[src/rtl/toggle_hs_pkg.sv]
// Shared definitions for the two-phase toggle handshake (receive and transmit ends).
package toggle_hs_pkg;

   typedef enum logic {
      IDLE = 1'b0,
      HOLD = 1'b1
   } hs_state_e;

   localparam int SYNC_STAGES_DEF = 2;
   localparam int SYNC_MIN        = 2;
   localparam int SYNC_MAX        = 4;

endpackage

[src/rtl/toggle_sync.sv]
// N-flop single-bit synchroniser with synchronous clear; used for req_tog here and ack_tog on the sender.
module toggle_sync #(
   parameter int N = 2
) (
   input  logic clk,
   input  logic rst,
   input  logic d_i,
   output logic q_o
);

   logic [N-1:0] sync_q;

   always_ff @(posedge clk) begin
      if (rst) begin
         sync_q <= '0;
      end else begin
         sync_q <= {sync_q[N-2:0], d_i};
      end
   end

   assign q_o = sync_q[N-1];

endmodule

[src/rtl/toggle_handshake_rx.sv]
// Receive end of the two-phase toggle handshake: detect req_tog flips, capture the word,
// offer it on valid/ready and return ack_tog once it has been consumed.
//
//  state | meaning
//  IDLE  | no word held; waiting for synchronised req_tog to differ from req_seen
//  HOLD  | word held in out_data, out_valid high until out_ready
module toggle_handshake_rx
   import toggle_hs_pkg::*;
#(
   parameter int DATA_W      = 8,
   parameter int SYNC_STAGES = SYNC_STAGES_DEF,
   parameter int CNT_W       = 8
) (
   input  logic              clk,
   input  logic              rst,
   input  logic              req_tog,
   input  logic [DATA_W-1:0] req_data,
   input  logic              out_ready,
   output logic              out_valid,
   output logic [DATA_W-1:0] out_data,
   output logic              ack_tog,
   output logic [CNT_W-1:0]  evt_cnt,
   output logic              overrun
);

   if (SYNC_STAGES < SYNC_MIN || SYNC_STAGES > SYNC_MAX) begin : g_bad_sync
      $error("toggle_handshake_rx: SYNC_STAGES out of range");
   end

   hs_state_e         state_q, state_d;
   logic              req_s;
   logic              req_seen_q, req_seen_d;
   logic [DATA_W-1:0] data_q, data_d;
   logic              ack_q, ack_d;
   logic [CNT_W-1:0]  cnt_q, cnt_d;
   logic              ovr_q, ovr_d;
   logic              req_evt;

   toggle_sync #(.N(SYNC_STAGES)) u_req_sync (
      .clk (clk),
      .rst (rst),
      .d_i (req_tog),
      .q_o (req_s)
   );

   assign req_evt = (req_s != req_seen_q);

   always_comb begin
      state_d    = state_q;
      req_seen_d = req_seen_q;
      data_d     = data_q;
      ack_d      = ack_q;
      cnt_d      = cnt_q;
      ovr_d      = ovr_q;
      unique case (state_q)
         IDLE: begin
            if (req_evt) begin
               data_d     = req_data;
               req_seen_d = req_s;
               state_d    = HOLD;
            end
         end
         HOLD: begin
            // A flip arriving while a word is held means the sender did not wait for ack.
            if (req_evt) begin
               ovr_d = 1'b1;
            end
            if (out_ready) begin
               ack_d   = ~ack_q;
               cnt_d   = cnt_q + CNT_W'(1);
               state_d = IDLE;
            end
         end
         default: state_d = IDLE;
      endcase
   end

   always_ff @(posedge clk) begin
      if (rst) begin
         state_q    <= IDLE;
         req_seen_q <= 1'b0;
         data_q     <= '0;
         ack_q      <= 1'b0;
         cnt_q      <= '0;
         ovr_q      <= 1'b0;
      end else begin
         state_q    <= state_d;
         req_seen_q <= req_seen_d;
         data_q     <= data_d;
         ack_q      <= ack_d;
         cnt_q      <= cnt_d;
         ovr_q      <= ovr_d;
      end
   end

   assign out_valid = (state_q == HOLD);
   assign out_data  = data_q;
   assign ack_tog   = ack_q;
   assign evt_cnt   = cnt_q;
   assign overrun   = ovr_q;

endmodule

[config.mk]
export PLATFORM = sky130hd
export DESIGN_NAME = toggle_handshake_rx
export DESIGN_NICKNAME = d
export VERILOG_FILES = /design/src/rtl/toggle_hs_pkg.sv /design/src/rtl/toggle_sync.sv /design/src/rtl/toggle_handshake_rx.sv
export SDC_FILE = /design/constraint.sdc
export NUM_CORES = 1
export LEC_CHECK = 0
export ABC_AREA = 1
export CAP_MARGIN = 20
export CORE_UTILIZATION = 42
export DETAILED_ROUTE_END_ITERATION = 7
export PLACE_DENSITY = 0.87
export SLEW_MARGIN = 20
export SYNTH_ARGS = -nofsm -noshare
export SYNTH_HDL_FRONTEND = slang
export SYNTH_SLANG_ARGS = --single-unit
[constraint.sdc]
create_clock -name clk -period 1.4 [get_ports clk]
set_input_delay 0.28 -clock clk [delete_from_list [all_inputs] [get_ports clk]]
set_output_delay 0.28 -clock clk [all_outputs]
set_load 0.05 [all_outputs]
==> out/qor.txt <==
DRT Wirelength - 2140 microns
Post-DRT Antenna Nets - 0
First element of the critical path - out_valid
Register share of total power - 52.1%
Worst-path fanout max - 7
Dpl cell area - 0.00140 sq mm
R2R setup slack - 0.16 ns
Post-synthesis cell count - 109
Diode count - 0
CP Buf/Inv Count - 2
P per Cell Area - 916 mW/mm^2
Largest area contributor in the netlist - dfxtp_1
Largest net degree at the start of global routing - 15
Fraction of layout cells with a size suffix above 1 - 23.6%
Crit path DAT - 0.98 ns
Worst vdd ir - 0.000839 V
First-pass GRT wire length - 3280 microns
Leak pwr - 0.556 nW
Synth warn - 0
Startpoint Class - flop
Worst endpoint required time - 1.12 ns
Clk_lat worst skew - 0.29 ns
WL per Instance - 12.5 microns
Clock group share of total power - 25.9%
Switching portion of total power - 27.7%
Finished Core Util - 73.9%
Final Cycle Share - 89.7%
Clock Skew - 0.00140 ns
Reg2Reg Launch Point - req_seen_q
Final count of pins violating max slew - 0
Comb power frac - 22.0%
Crit-path cells - buf_4, buf_12
Sink Count - 22
HPWL after DPL - 1550 microns
Total Power - 1.31 mW
Tmin final - 1.26 ns
Net Sw Power - 365 uW
Worst Tran Pin Value - 0.279 ns
CTS root buf - clkbuf_4
Mapped cell area - 860 sq um
Setup violators final - 0
Worst path top cell family by delay - flip-flops
Multi-input combinational cell area - 374 sq um
Status - completed
H-tree levels - 1
RSZ-0062 raised after global routing - false
Flops & latches, synth - 22
Starting Density - 44.3%
Net count after synthesis - 122
R2R cell count - 6
Slew margin rel. - 81.4%
Fill cells - 131
Netlist cell types - 16
Via/cell ratio - 5.02
CTS tree - done
Proportion of synthesized chip area in sequential cells - 51.2%
Area delta synth->final - 67.0%
Row count - 16
Clock Pin Slew Worst Setup and Hold Paths - 0.12 ns
Initial antenna violation count - 0
Setup CP Type - reg2out
Final Hold Fails - 0
Die ar. - 0.00223 sq mm
Die Wd - 47.2 microns
Routability cong. - 0.691
Design Area, Final - 0.00144 sq mm
DRT iter0 DRCs - 22
Number of nets in the layout - 158
DR vias - 859
Post-synth top area share - 51.2%
Slowest-stage cell, CP - dfxtp_2
Min-Delay Path Class - reg2reg
Slowest stage delay, CP - 0.42 ns
Clock Path Buffers - 2
Top cells by area, synth - dfxtp_1, nand2_1, a21oi_1, nor2_1, nand4_1
Port Buffers - 30
Grt ovf - 0
Int Pwr - 950 uW
Io pins - 31
Peak Freq - 0.796 GHz
TritonRoute pass-1 iters - 4
Worst path depth - 2
Hold slack - 0.415 ns
Worst r2r dst - out_valid
Core ar. - 0.00194 sq mm
Overall routing resource usage - 20.8%
CTS Buf Count - 3
FF/Latch Area - 444 sq um
Synth Area per Inst - 7.89 sq um
CP endpoint kind - output pin
Chip Height - 47.2 microns
Setup crit end - out_valid
Max cap viols - 0
# DRC - 0
Number of global-route vias before repair - 751
## per-layer routing
layer  up-vias  global-route usage [%]  wire [microns]
li1        433                       -               -
met1       403                    29.1             981
met2        19                    31.8            1060
met3         4                    3.85              65
met4         0                    7.43              33
met5         -                       0               0
## timing repair
item                                    CTS  global route
endpoints found under the hold margin     0             0
endpoints found under the setup margin    0             1
setup buffers                             0             0
gates resized for setup                   0             1
hold buffers                              0             0
## cell usage in the layout, fill, tap and decap left out, types with 3 or more instances in the layout
cell             Yosys  routed
nand2_1             20      20
clkdlybuf4s50_1      0      11
o21ai_0              3       3
dfxtp_2              0       3
nor2_1              16      16
buf_12               0      19
dfxtp_1             22      19
clkbuf_4             0       3
nand4_1              8       8
inv_1               10      10
a21oi_1             13      13
nand3_1              5       5
## registers in the layout, summed over array words and instances, names as in the netlist
signal             flops
ack_tog                1
req_seen_q             1
out_data               8
evt_cnt                8
out_valid              1
overrun                1
u_req_sync.sync_q      2
## cell families after synthesis
group / after synthesis / synth area share [%]
and+or+nand+nor: 56 / 30.7
DFF: 22 / 51.2
buffers and inverters: 12 / 5.24
xor gates and xnor gates: 2 / 2.04
adders and majority gates: 1 / 1.46
AOI/OAI and AO/OA: 16 / 9.32
## stage by stage
step	instances	setup TNS [ns]	worst slack [ns]
6_report	171	0	0.144
2_1_floorplan	109	0	0.0145
3_5_place_dp	167	-0.0372	-0.0204
3_3_place_gp	167	0	0.0184
4_1_cts	171	0	0.0407
5_1_grt	171	0	0.0374
## power by group through the flow
| stage | registers, mW | logic (mW) | clock network [mW] |
|---|---|---|---|
| floorplan | 0.762 | 0.0637 | 0 |
| global placement | 0.697 | 0.279 | 0 |
| detailed placement | 0.698 | 0.287 | 0 |
| CTS | 0.684 | 0.291 | 0.343 |
| global route | 0.688 | 0.306 | 0.372 |
| finish | 0.685 | 0.289 | 0.340 |
## synth_stat cells
cell and instances:
dfxtp_1 22, nand2_1 20, nor2_1 16, a21oi_1 13
inv_1 10, nand4_1 8, nand3_1 5, o21ai_0 3
nand2_2 2, nand3_2 2, nor3_1 2, xor2_1 2
clkbuf_1 1, ha_1 1, inv_2 1, nor2_4 1
## worst min-delay path by stage
stage | slack [ns] | endpoint | cells after the start | startpoint
final | 0.42 | u_req_sync.sync_q[1] | 2 | u_req_sync.sync_q[0]
after detailed placement | 0.40 | u_req_sync.sync_q[1] | 2 | u_req_sync.sync_q[0]
after global placement | 0.39 | u_req_sync.sync_q[1] | 2 | u_req_sync.sync_q[0]
after floorplan | 0.35 | out_data[0] | 1 | rst
after CTS | 0.42 | u_req_sync.sync_q[1] | 2 | u_req_sync.sync_q[0]
after global routing | 0.42 | u_req_sync.sync_q[1] | 2 | u_req_sync.sync_q[0]
## final cells by class
| class | instances | area share (%) |
|---|---|---|
| well taps | 27 | 2.35 |
| flip-flops and latches | 22 | 31.0 |
| inverters | 11 | 2.88 |
| repair buffers | 32 | 35.2 |
| clock buffers | 4 | 2.53 |
| multi-input cells | 75 | 26.1 |
## worst reg2reg max path: cells and delay by family (launching register included)
family,cells,cell delay [ns]
AOI/OAI and AO/OA,1,0.17
buffers and inverters,2,0.16
DFF,1,0.37
and+or+nand+nor,3,0.50
Note: power is estimated with default switching activity, not from simulation.
